==> src/rtl/tile_load_pkg.sv <==
// tile_load_pkg
// Shared types and constants for the tile load sequencer.
//   tile_load_state_t      : sequencer state (IDLE, LOAD, READY)
//   KERNEL_SEL_BIT         : a-word bit that routes a word to kernel memory
//   DEF_*                  : default stream and address widths
package tile_load_pkg;

   typedef enum logic [1:0] {
      ST_IDLE  = 2'd0,
      ST_LOAD  = 2'd1,
      ST_READY = 2'd2
   } tile_load_state_t;

   localparam int KERNEL_SEL_BIT        = 15;
   localparam int DEF_IO_DATA_WIDTH     = 16;
   localparam int DEF_INPUT_ADDR_WIDTH  = 15;
   localparam int DEF_KERNEL_ADDR_WIDTH = 9;

endpackage

==> src/rtl/sat_word_counter.sv <==
// sat_word_counter
// Word counter that stops at a programmable target.
//   clk, rst_n    : clock, synchronous active-low reset
//   clear         : zero the count (takes priority over inc)
//   inc           : count one word
//   target        : value at which counting stops
//   count         : current count
//   at_target     : count equals target
//   overflow_hit  : inc requested while already at target (count holds)
module sat_word_counter
   import tile_load_pkg::*;
#(
   parameter int WIDTH = 16
) (
   input  logic             clk,
   input  logic             rst_n,
   input  logic             clear,
   input  logic             inc,
   input  logic [WIDTH-1:0] target,
   output logic [WIDTH-1:0] count,
   output logic             at_target,
   output logic             overflow_hit
);

   logic [WIDTH-1:0] count_q;
   logic [WIDTH-1:0] count_d;

   assign at_target    = (count_q == target);
   assign overflow_hit = inc & at_target;
   assign count        = count_q;

   always_comb begin
      count_d = count_q;
      if (clear) begin
         count_d = '0;
      end else if (inc && !at_target) begin
         count_d = count_q + WIDTH'(1);
      end
   end

   always_ff @(posedge clk) begin
      if (!rst_n) begin
         count_q <= '0;
      end else begin
         count_q <= count_d;
      end
   end

endmodule

==> src/rtl/tile_load_ctrl.sv <==
// tile_load_ctrl
// Loads one convolution tile (input and kernel words) from the paired a/b
// streams into the input and kernel memories, then holds data_ready until
// the compute side reports completion.
//   clk, arst_n_in            : clock, synchronous active-low reset
//   load_start                : start pulse (IDLE only); latches word targets
//   nb_input_words/_kernel_   : number of words of each class to load
//   a_input/a_valid/a_ready   : address stream (bit 15 selects kernel memory)
//   b_input/b_valid/b_ready   : data stream, consumed together with a
//   mem_write_addr, mem_din   : shared memory write address/data
//   input_mem_we/kernel_mem_we: write strobes, combinational from the fire
//   data_ready                : tile loaded (level, READY state)
//   compute_done              : releases the tile (READY only)
//   busy                      : not IDLE
//   load_err                  : sticky; out-of-range kernel or extra word
`ifndef REG
`define REG(q, d, rv) \
   always_ff @(posedge clk) begin \
      if (!arst_n_in) q <= rv; \
      else q <= d; \
   end
`endif

module tile_load_ctrl
   import tile_load_pkg::*;
#(
   parameter int IO_DATA_WIDTH     = DEF_IO_DATA_WIDTH,
   parameter int INPUT_ADDR_WIDTH  = DEF_INPUT_ADDR_WIDTH,
   parameter int KERNEL_ADDR_WIDTH = DEF_KERNEL_ADDR_WIDTH
) (
   input  logic                        clk,
   input  logic                        arst_n_in,
   input  logic                        load_start,
   input  logic [INPUT_ADDR_WIDTH:0]   nb_input_words,
   input  logic [KERNEL_ADDR_WIDTH:0]  nb_kernel_words,
   input  logic [IO_DATA_WIDTH-1:0]    a_input,
   input  logic                        a_valid,
   output logic                        a_ready,
   input  logic [IO_DATA_WIDTH-1:0]    b_input,
   input  logic                        b_valid,
   output logic                        b_ready,
   output logic [INPUT_ADDR_WIDTH-1:0] mem_write_addr,
   output logic [IO_DATA_WIDTH-1:0]    mem_din,
   output logic                        input_mem_we,
   output logic                        kernel_mem_we,
   output logic                        data_ready,
   input  logic                        compute_done,
   output logic                        busy,
   output logic                        load_err
);

   localparam int IN_CW = INPUT_ADDR_WIDTH + 1;
   localparam int K_CW  = KERNEL_ADDR_WIDTH + 1;

   tile_load_state_t state_q, state_d;
   logic [IN_CW-1:0] in_tgt_q, in_tgt_d;
   logic [K_CW-1:0]  k_tgt_q, k_tgt_d;
   logic             load_err_q, load_err_d;

   logic             in_load, fire, start_ok;
   logic             is_kernel, k_in_range;
   logic             in_inc, k_inc, k_oor;
   logic [IN_CW-1:0] in_count;
   logic [K_CW-1:0]  k_count;
   logic             in_at, k_at, in_ovf, k_ovf;
   logic             in_done_next, k_done_next;

   assign in_load    = (state_q == ST_LOAD);
   assign start_ok   = (state_q == ST_IDLE) && load_start;
   assign fire       = a_valid & b_valid & a_ready & b_ready;
   assign is_kernel  = a_input[KERNEL_SEL_BIT];
   // Kernel addresses must fit the kernel memory; higher bits must be zero.
   assign k_in_range = (a_input[INPUT_ADDR_WIDTH-1:KERNEL_ADDR_WIDTH] == '0);
   assign in_inc     = fire & ~is_kernel;
   assign k_inc      = fire & is_kernel & k_in_range;
   assign k_oor      = fire & is_kernel & ~k_in_range;

   assign a_ready        = in_load;
   assign b_ready        = in_load;
   assign mem_write_addr = a_input[INPUT_ADDR_WIDTH-1:0];
   assign mem_din        = b_input;
   assign input_mem_we   = in_inc;
   assign kernel_mem_we  = k_inc;
   assign data_ready     = (state_q == ST_READY);
   assign busy           = (state_q != ST_IDLE);
   assign load_err       = load_err_q;

   sat_word_counter #(.WIDTH(IN_CW)) u_in_cnt (
      .clk          (clk),
      .rst_n        (arst_n_in),
      .clear        (start_ok),
      .inc          (in_inc),
      .target       (in_tgt_q),
      .count        (in_count),
      .at_target    (in_at),
      .overflow_hit (in_ovf)
   );

   sat_word_counter #(.WIDTH(K_CW)) u_k_cnt (
      .clk          (clk),
      .rst_n        (arst_n_in),
      .clear        (start_ok),
      .inc          (k_inc),
      .target       (k_tgt_q),
      .count        (k_count),
      .at_target    (k_at),
      .overflow_hit (k_ovf)
   );

   // Look one edge ahead so the completing fire moves straight to READY.
   assign in_done_next = in_at | (in_inc && ((in_count + IN_CW'(1)) == in_tgt_q));
   assign k_done_next  = k_at  | (k_inc  && ((k_count  + K_CW'(1))  == k_tgt_q));

   always_comb begin
      state_d    = state_q;
      in_tgt_d   = in_tgt_q;
      k_tgt_d    = k_tgt_q;
      load_err_d = load_err_q;
      case (state_q)
         ST_IDLE: begin
            if (load_start) begin
               in_tgt_d   = nb_input_words;
               k_tgt_d    = nb_kernel_words;
               load_err_d = 1'b0;
               state_d    = ST_LOAD;
            end
         end
         ST_LOAD: begin
            if (in_ovf || k_ovf || k_oor) begin
               load_err_d = 1'b1;
            end
            if (in_done_next && k_done_next) begin
               state_d = ST_READY;
            end
         end
         ST_READY: begin
            if (compute_done) begin
               state_d = ST_IDLE;
            end
         end
         default: state_d = ST_IDLE;
      endcase
   end

   `REG(state_q, state_d, ST_IDLE)
   `REG(in_tgt_q, in_tgt_d, '0)
   `REG(k_tgt_q, k_tgt_d, '0)
   `REG(load_err_q, load_err_d, 1'b0)

endmodule

==> config.mk <==
export PLATFORM = sky130hd
export DESIGN_NAME = tile_load_ctrl
export DESIGN_NICKNAME = d
export VERILOG_FILES = /design/src/rtl/tile_load_pkg.sv /design/src/rtl/sat_word_counter.sv /design/src/rtl/tile_load_ctrl.sv
export SDC_FILE = /design/constraint.sdc
export NUM_CORES = 1
export LEC_CHECK = 0
export BUFFER_PORTS_ARGS = -buffer_cell sky130_fd_sc_hd__buf_2
export CAP_MARGIN = 20
export CORE_ASPECT_RATIO = 0.9
export CORE_UTILIZATION = 59
export CTS_BUF_LIST = sky130_fd_sc_hd__clkbuf_4
export DETAILED_ROUTE_END_ITERATION = 12
export PLACE_DENSITY = 0.93
export SLEW_MARGIN = 20
export SYNTH_ARGS = -nofsm -noshare
export SYNTH_HDL_FRONTEND = slang
export SYNTH_HIERARCHICAL = 1
export SYNTH_SLANG_ARGS = --single-unit
==> constraint.sdc <==
create_clock -name clk -period 3.7 [get_ports clk]
set_input_delay 0.74 -clock clk [delete_from_list [all_inputs] [get_ports clk]]
set_output_delay 0.74 -clock clk [all_outputs]
set_load 0.005 [all_outputs]
==> metrics, run 1 <==
status=finished, final reports clean; # Post-CTS Setup Buffers=0; leading area contributor after synthesis=dfxtp_1; die area=6800 µm²; syn nets=537; Syn Inst Count=469; relative slew slack=0.523; Sequential Power Share=0.556; ant diodes=0; Chip Height=78.3 µm; final WL=8.37 mm; pre-CTS setup slack=0.969 ns; Max VDD drop=161 µV; clock power share=0.284; core area=6180 µm²; post-synthesis sequential area ratio=0.288; # hold bufs at CTS=0; fmax=367 MHz; top cell type's share of synthesized area=0.288; switching power=0.313 mW; global-route wire length before repair=13.9 mm; antenna violations before repair=0; post-route ant nets=0; layout overhead on the synthesized area=2.72%; met3 wire length=460 µm; Cell Area, Synth=3820 µm²; commonest non-fill, non-tap cell in the layout=nand2_1; Post-Syn Area per Cell=8.14 µm²; clock latency on the worst-skew pair=0.38 ns; largest family of logic cells by synthesized area=simple AND/OR/NAND/NOR gates; PortBufs=51; most frequent cells in the layout=nand2_1, dfxtp_1, buf_2, xnor2_1, a21boi_0; Pint=0.832 mW; top cells by area, synth=dfxtp_1, xnor2_1, nand2_1; DR vias=3,344; I/O pins=102; Final Hold Vio Count=0; combinational share of power=0.160; Lkg Pwr=1.37 nW; total track usage=0.254; routed length on met1=3.85 mm; Arrival @ worst endpoint=1.98 ns; Pins Over Slew Limit=0; Worst-path clk slew=0.15 ns; proportion of layout cells with a drive suffix above 1=0.176; WL met2=3.93 mm; Routed WL per cell=14.7 µm; DRT iter0 DRCs=226; worst hold path class=flop to flop; Post-Layout Cell Count=569; Worst Setup Slack, final=0.976 ns; final setup fails=0; number of global-route vias before repair=3,030; CTS Root Cell=clkbuf_4; sw frac=0.273; post-CTS sizing=0; clock buffer count from CTS=5; Final Cycle Share=0.736; worst slew pin tran=0.716 ns; number of max-cap violations=0; H-tree depth=2; RSZ-0062 raised after global routing=no; pwr dens=292 nW/µm²; mux cell area share after synthesis=0.00524; # rows=27; Final Power=1.15 mW; Final GP Congestion=0.906; pin count of the biggest net entering global routing=34; Max Fanout on Critical Path=10; nature of the critical path startpoint=input port; crit end category=output pin; HPWL Detailed=6.26 mm; DRC Markers=0; Setup TNS=0 ns; Synth cell types=55; Vias per Instance=5.88; CTS tree=done; final critical-path required period=2.72 ns; GRT overflow=0; Max Root-Sink Buffers=2; Yosys reg bits=55; Crit Path Class=input port to output pin; Die Width=86.8 µm; xor/xnor cell area share of the yosys netlist=0.144; Worst EP required=2.96 ns; hold_ws=0.478 ns; yosys warns=6; nets=549; Starting Density=0.617; Compound-Gate Fraction of Synth Area=0.178; DRT Pass-1 Iters=4; Setup Skew=0.0104 ns; Post-Synth Simple-Gate Area=0.268; max layer used=met4; Post-Synth Adder-Cell Area=0.0131; clk sinks=55; Placed Instances=560
## sequential cells by signal (all words and copies together), names as in the netlist
| name | flops |
|---|---|
| load_err | 1 |
| k_tgt_q | 10 |
| u_in_cnt/count | 16 |
| in_tgt_q | 16 |
| state_q | 2 |
| u_k_cnt/count | 10 |
## power by group through the flow
stage / Sequential, mW / Clock (mW) / Combinational (mW)
after global routing: 0.640 / 0.361 / 0.204
after CTS: 0.636 / 0.335 / 0.183
after detailed placement: 0.649 / 0 / 0.182
final: 0.637 / 0.325 / 0.184
after global placement: 0.647 / 0 / 0.177
after floorplan: 0.642 / 0 / 0.162
## synthesized netlist by cell type (all sizes together)
| cell | number |
|---|---|
| nor3 | 4 |
| ha | 4 |
| a21oi | 29 |
| nor2 | 12 |
| nand2 | 76 |
| nor4b | 2 |
| mux2i | 2 |
| and3 | 12 |
| inv | 6 |
| nand4 | 17 |
| buf | 41 |
| or4 | 6 |
| o211ai | 2 |
| o31ai | 8 |
| a2111oi | 1 |
| and2 | 4 |
| dfxtp | 55 |
| xnor2 | 46 |
| a41o | 2 |
| clkinv | 1 |
| xor2 | 15 |
| nor3b | 2 |
| and2b | 2 |
| o41ai | 1 |
| nor4 | 7 |
| nor2b | 2 |
| a31oi | 4 |
| a21o | 1 |
| a21boi | 27 |
| and4 | 5 |
| a311oi | 1 |
| nand3 | 17 |
| o21ai | 21 |
| nand3b | 1 |
| o311a | 2 |
| or3 | 17 |
| clkbuf | 9 |
| nand2b | 3 |
| o2111ai | 1 |
| a31o | 1 |
## layer usage
metal	vias to the layer above	GRT usage
met1	1546	0.343
li1	1662	-
met2	113	0.406
met4	0	0.0850
met5	-	0
met3	23	0.0473
## worst max-delay path: stages
cell     delay [ns]
buf_2          0.10
nor4_1         0.35
nand2_1        0.09
nor2_1         0.48
buf_2          0.22
## cell type report
class	count	area, µm²
timing repair buffer	55	289
inverter	7	26.3
sequential	55	1100
fill	545	2260
clock inverter	3	38.8
tap	87	109
multi-input combinational	357	2320
clock buffer	5	37.5
## final timing paths
kind | from | endpoint | slack (ns) | cells after the start
worst max register to register | state_q[0]$_SDFFE_PN0P_ | u_in_cnt/count[8]$_SDFFE_PP0P_ | 1.25 | 7
worst min register to register | load_err$_SDFFE_PN0P_ | load_err$_SDFFE_PN0P_ | 0.48 | 2
worst max-delay path | a_input[12] | kernel_mem_we | 0.98 | 5
worst min-delay path | load_err$_SDFFE_PN0P_ | load_err$_SDFFE_PN0P_ | 0.48 | 2
## per-stage QoR
| stage | area, µm² | utilization |
|---|---|---|
| 5_1_grt | 3920 | 0.634 |
| 4_1_cts | 3910 | 0.632 |
| 3_3_place_gp | 3830 | 0.620 |
| 2_1_floorplan | 3820 | - |
| 6_report | 3920 | 0.634 |
| 3_5_place_dp | 3830 | 0.620 |
## cells by family after synthesis
family | after synthesis
flops | 55
simple gates | 189
buf+inv | 57
mux | 2
compound gates | 101
xor+xnor | 61
fa+ha+maj | 4
(Power assumes the default switching activity.)
==> run 2: changes to the inputs <==
CORE_UTILIZATION = 50   (was 59)
PLACE_DENSITY = 0.84   (was 0.93)
clock period = 2.5 ns   (was 3.7 ns; I/O delays follow)
==> run 2 against run 1 <==
Critical path depth did not move. Sequential share of layout area fell by 0.40 points. Flip-flop and latch count did not move. Routed wire length rose by 8.8%. Clock skew fell by 0.0057 ns. Die area rose by 18%. Cell count rose by 2.3%. Combinational power rose by 55%. Worst setup slack got worse by 0.74 ns.
==> metrics, run 2 (same netlist as run 1, synthesis figures left out) <==
status=finished, final reports clean (unchanged); # hold bufs at CTS=0 (unchanged); worst slew pin tran=0.682 ns (was 0.716 ns); R2R depth=7 (unchanged); Reg-to-Reg End=state_q[1]$_SDFFE_PN0P_ (was u_in_cnt/count[8]$_SDFFE_PP0P_); Chip Height=84.9 µm (was 78.3 µm); DR vias=3,426 (was 3,344); clock latency on the worst-skew pair=0.37 ns (was 0.38 ns); antenna violations before repair=0 (unchanged); Vias per Instance=5.89 (was 5.88); proportion of layout cells with a drive suffix above 1=0.188 (was 0.176); Arrival @ worst endpoint=1.77 ns (was 1.98 ns); H-tree depth=2 (unchanged); layout overhead on the synthesized area=4.20% (was 2.72%); number of max-cap violations=0 (unchanged); Setup Skew=0.00473 ns (was 0.0104 ns); # rows=29 (was 27); CTS tree=done (unchanged); final setup fails=0 (unchanged); total track usage=0.236 (was 0.254); HPWL Detailed=6.86 mm (was 6.26 mm); Max VDD drop=305 µV (was 161 µV); pin count of the biggest net entering global routing=34 (unchanged); # Post-CTS Setup Buffers=0 (unchanged); post-CTS sizing=0 (unchanged); Worst-path clk slew=0.16 ns (was 0.15 ns); filler cell count=664 (was 545); most frequent cells in the layout=nand2_1, dfxtp_1, buf_2, xnor2_1, a21boi_0 (unchanged); global-route wire length before repair=15.1 mm (was 13.9 mm); nets=556 (was 549); Routed WL per cell=15.6 µm (was 14.7 µm); PortBufs=51 (unchanged); DRT Pass-1 Iters=5 (was 4); relative slew slack=0.545 (was 0.523); CP max stage delay=0.46 ns (was 0.48 ns); CP Cell Sequence=and2b_1 > nand3_1 > nor2_1 > buf_4 > buf_2 (was buf_2 > nor4_1 > nand2_1 > nor2_1 > buf_2); RSZ-0062 raised after global routing=no (unchanged); CTS Root Cell=clkbuf_4 (unchanged); commonest non-fill, non-tap cell in the layout=nand2_1 (unchanged); pwr dens=432 nW/µm² (was 292 nW/µm²); Final Cycle Share=0.907; core area=7220 µm² (was 6180 µm²); number of global-route vias before repair=3,232 (was 3,030); die area=7990 µm² (was 6800 µm²); Final Hold Vio Count=0 (unchanged); hold_ws=0.355 ns (was 0.478 ns); Die Width=94.1 µm (was 86.8 µm); Lkg Pwr=1.41 nW (was 1.37 nW); Starting Density=0.529 (was 0.617); Final GP Congestion=0.992 (was 0.906); DRT iter0 DRCs=209 (was 226); Max Root-Sink Buffers=2 (unchanged); clock buffer count from CTS=5 (unchanged); final WL=9.10 mm (was 8.37 mm); CP startpoint=state_q[0]$_SDFFE_PN0P_ (was a_input[12]); Setup TNS=0 ns (unchanged); worst hold path class=input port to flop (was flop to flop); post-route ant nets=0 (unchanged); nature of the critical path startpoint=flop (was input port); critical path's slowest cell=dfxtp_1 (was nor2_1); Post-Layout Cell Count=582 (was 569); Pins Over Slew Limit=0 (unchanged); final critical-path required period=2.27 ns; Placed Instances=574 (was 560); Max Fanout on Critical Path=6 (was 10); GRT overflow=0 (unchanged); crit end category=output pin (unchanged); fmax=441 MHz; DRC Markers=0 (unchanged); I/O pins=102 (unchanged); Worst EP required=2.00 ns (was 2.96 ns); Crit Path Class=flop to output pin (was input port to output pin); R2R Setup Slk=0.25 ns (was 1.25 ns); ant diodes=0 (unchanged); crit path capture=input_mem_we (was kernel_mem_we); launching point of the worst reg2reg path=u_in_cnt/count[2]$_SDFFE_PP0P_ (was state_q[0]$_SDFFE_PN0P_); clk sinks=55 (unchanged)
## run 2: how the worst min path moves through the flow
stage / cells after the start / start / slack (ns) / endpoint
floorplan: 2 / load_err$_SDFFE_PN0P_ / 0.46 / load_err$_SDFFE_PN0P_
global placement: 2 / load_err$_SDFFE_PN0P_ / 0.46 / load_err$_SDFFE_PN0P_
detailed placement: 2 / load_err$_SDFFE_PN0P_ / 0.47 / load_err$_SDFFE_PN0P_
CTS: 3 / nb_kernel_words[8] / 0.35 / k_tgt_q[8]$_SDFFE_PN0P_
global route: 3 / nb_input_words[3] / 0.34 / in_tgt_q[3]$_SDFFE_PN0P_
finish: 3 / nb_input_words[12] / 0.35 / in_tgt_q[12]$_SDFFE_PN0P_
## run 2: report_power, final
part           internal (mW)  total (mW)  switching, mW
clock                  0.207       0.494          0.287
sequential             0.905       0.941         0.0360
combinational          0.123       0.285          0.162
total                   1.23        1.72          0.485
## run 2: layer usage
metal,global-route usage,vias up,share of wire
met5,0,-,0
met3,0.0502,34,0.063
li1,-,1671,-
met2,0.393,133,0.47
met4,0.0839,0,0.024
met1,0.300,1588,0.44
## run 2: final cells by class
type / count / area (µm²) / share of cell area
tap: 93 / 116 / 0.0293
clock buffer: 5 / 37.5 / 0.00944
timing repair buffer: 62 / 338 / 0.0849
inverter: 7 / 26.3 / 0.00661
clock inverter: 3 / 38.8 / 0.00975
multi-input combinational: 357 / 2320 / 0.583
sequential: 55 / 1100 / 0.277
## run 2: stage by stage
step / power [mW] / util / area (µm²) / worst slack, ns
after floorplan: 1.19 / - / 3820 / 0.378
after global placement: 1.23 / 0.540 / 3900 / 0.407
after detailed placement: 1.24 / 0.540 / 3900 / 0.304
after CTS: 1.72 / 0.551 / 3980 / 0.250
after global routing: 1.79 / 0.551 / 3980 / 0.140
final: 1.72 / 0.551 / 3980 / 0.233
## run 2: critical path: cells and delay by family (launching register included)
family,cells,cell delay (ns)
AND/OR/NAND/NOR,3,0.63
flip-flops,1,0.46
buffers and inverters,2,0.32
==> run 3: changes to the inputs <==
PLACE_DENSITY = 0.82   (was 0.84)
==> run 3 against run 2 <==
Combinational power down 2%. Hold slack worse by 0.012 ns. Core utilization down 0.26 points. Total power down 5.8%. Cell area down 0.47%. Clock power down 19%. Critical endpoint is now state_q[1]$_SDFFE_PN0P_. Worst setup slack worse by 0.0041 ns. First-iteration DRC count down 19%. Critical path depth up 2.
==> metrics, run 3 (same netlist as run 1, synthesis figures left out) <==
clock buffer count from CTS=5 (unchanged); crit end category=flop (was output pin); nature of the critical path startpoint=flop (unchanged); Setup TNS=0 ns (unchanged); layout overhead on the synthesized area=3.70% (was 4.20%); status=finished, final reports clean (unchanged); Max VDD drop=282 µV (was 305 µV); global-route wire length before repair=14.4 mm (was 15.1 mm); commonest non-fill, non-tap cell in the layout=nand2_1 (unchanged); total track usage=0.222 (was 0.236); Max Fanout on Critical Path=14 (was 6); Setup Skew=0.00878 ns (was 0.00473 ns); core area=7220 µm² (unchanged); CTS Root Cell=clkbuf_4 (unchanged); die area=7990 µm² (unchanged); final WL=8.70 mm (was 9.10 mm); H-tree depth=2 (unchanged); pre-CTS setup slack=0.265 ns (was 0.304 ns); DRC Markers=0 (unchanged); final setup fails=0 (unchanged); CP max stage delay=0.60 ns (was 0.46 ns); most frequent cells in the layout=nand2_1, dfxtp_1, buf_2, xnor2_1, a21boi_0 (unchanged); Final Cycle Share=0.908 (was 0.907); Lkg Pwr=1.40 nW (was 1.41 nW); R2R depth=7 (unchanged); Die Width=94.1 µm (unchanged); DRT iter0 DRCs=170 (was 209); Starting Density=0.529 (unchanged); Final GP Congestion=0.901 (was 0.992); proportion of layout cells with a drive suffix above 1=0.188 (unchanged); R2R Setup Slk=0.23 ns (was 0.25 ns); fmax=440 MHz (was 441 MHz); Reg-to-Reg End=state_q[1]$_SDFFE_PN0P_ (unchanged); Placed Instances=574 (unchanged); clock latency on the worst-skew pair=0.38 ns (was 0.37 ns); Crit Path Class=flop to flop (was flop to output pin); DRT Pass-1 Iters=5 (unchanged); Max Root-Sink Buffers=2 (unchanged); worst hold path depth=3 (unchanged); antenna violations before repair=0 (unchanged); ant diodes=0 (unchanged); post-CTS sizing=0 (unchanged); pin count of the biggest net entering global routing=34 (unchanged); Chip Height=84.9 µm (unchanged); nets=556 (unchanged); worst slew pin tran=0.681 ns (was 0.682 ns); hold_ws=0.343 ns (was 0.355 ns); RSZ-0062 raised after global routing=no (unchanged); worst hold path class=input port to flop (unchanged); # hold bufs at CTS=0 (unchanged); critical path's most frequent cell=a41o_1; Pins Over Slew Limit=0 (unchanged); pwr dens=409 nW/µm² (was 432 nW/µm²); # rows=29 (unchanged); filler cell count=665 (was 664); number of global-route vias before repair=3,238 (was 3,232); CP bufs+invs=0 (was 2); Worst-path clk slew=0.16 ns (about the same); Worst Hold Path EP=k_tgt_q[0]$_SDFFE_PN0P_ (was in_tgt_q[12]$_SDFFE_PN0P_); Post-Layout Cell Count=582 (unchanged); relative slew slack=0.546 (was 0.545); Arrival @ worst endpoint=2.56 ns (was 1.77 ns); Hold Startpoint=nb_kernel_words[0] (was nb_input_words[12]); clk sinks=55 (unchanged); post-route ant nets=0 (unchanged); Final Hold Vio Count=0 (unchanged); critical path's slowest cell=dfxtp_1 (unchanged); Crit path max-delay family=simple AND/OR/NAND/NOR gates (unchanged); GRT overflow=0 (unchanged); Routed WL per cell=15.0 µm (was 15.6 µm); number of max-cap violations=0 (unchanged); PortBufs=51 (unchanged); CP Cell Sequence=and4_1 > a21oi_2 > or3_1 > a31oi_1 > nor4_1 > a41o_1 > a41o_1 (was and2b_1 > nand3_1 > nor2_1 > buf_4 > buf_2); HPWL Detailed=6.61 mm (was 6.86 mm); final critical-path required period=2.27 ns (about the same); Worst Setup Slack, final=0.229 ns (was 0.233 ns); # Post-CTS Setup Buffers=0 (unchanged); launching point of the worst reg2reg path=u_in_cnt/count[2]$_SDFFE_PP0P_ (unchanged); Vias per Instance=5.89 (about the same); CTS tree=done (unchanged); I/O pins=102 (unchanged); DR vias=3,430 (was 3,426); CP startpoint=u_in_cnt/count[2]$_SDFFE_PP0P_ (was state_q[0]$_SDFFE_PN0P_); Worst EP required=2.79 ns (was 2.00 ns)
[run 3: tightest hold or removal path, stage by stage]
cell	delay, ns
buf_2	0.09
nand2_1	0.04
a21boi_0	0.06
[run 3: worst max path at each step]
stage                                                to  cells past startpoint
after floorplan           u_k_cnt/count[7]$_SDFFE_PP0P_                      7
after global placement          state_q[1]$_SDFFE_PN0P_                      7
after detailed placement        state_q[1]$_SDFFE_PN0P_                      7
after CTS                       state_q[1]$_SDFFE_PN0P_                      7
after global routing            state_q[1]$_SDFFE_PN0P_                      7
final                           state_q[1]$_SDFFE_PN0P_                      7
[run 3: per-layer routing]
metal | global-route usage | share of wire | vias up
li1 | - | - | 1664
met1 | 0.292 | 0.45 | 1595
met2 | 0.345 | 0.45 | 125
met3 | 0.0502 | 0.066 | 46
met4 | 0.106 | 0.033 | 0
met5 | 0 | 0 | -
[run 3: area by class of cell]
cell class | count | area (µm²) | area share
multi-input cells | 357 | 2320 | 0.586
flip-flops and latches | 55 | 1100 | 0.278
repair buffers | 62 | 338 | 0.0853
well taps | 93 | 116 | 0.0294
clock buffers | 6 | 45.0 | 0.0114
inverters | 7 | 26.3 | 0.00664
clock inverters | 2 | 12.5 | 0.00316
[run 3: metrics by stage]
stage          instance area [µm²]  total power, mW  utilization
3_3_place_gp                  3900             1.23        0.540
5_1_grt                       3960             1.70        0.548
6_report                      3960             1.62        0.548
4_1_cts                       3960             1.63        0.548
3_5_place_dp                  3900             1.24        0.540
2_1_floorplan                 3820             1.19            -
[run 3: power by group]
group	total, mW	switching [mW]	internal, mW
clock network	0.399	0.278	0.121
registers	0.942	0.0373	0.905
logic	0.278	0.154	0.124
total	1.62	0.470	1.15
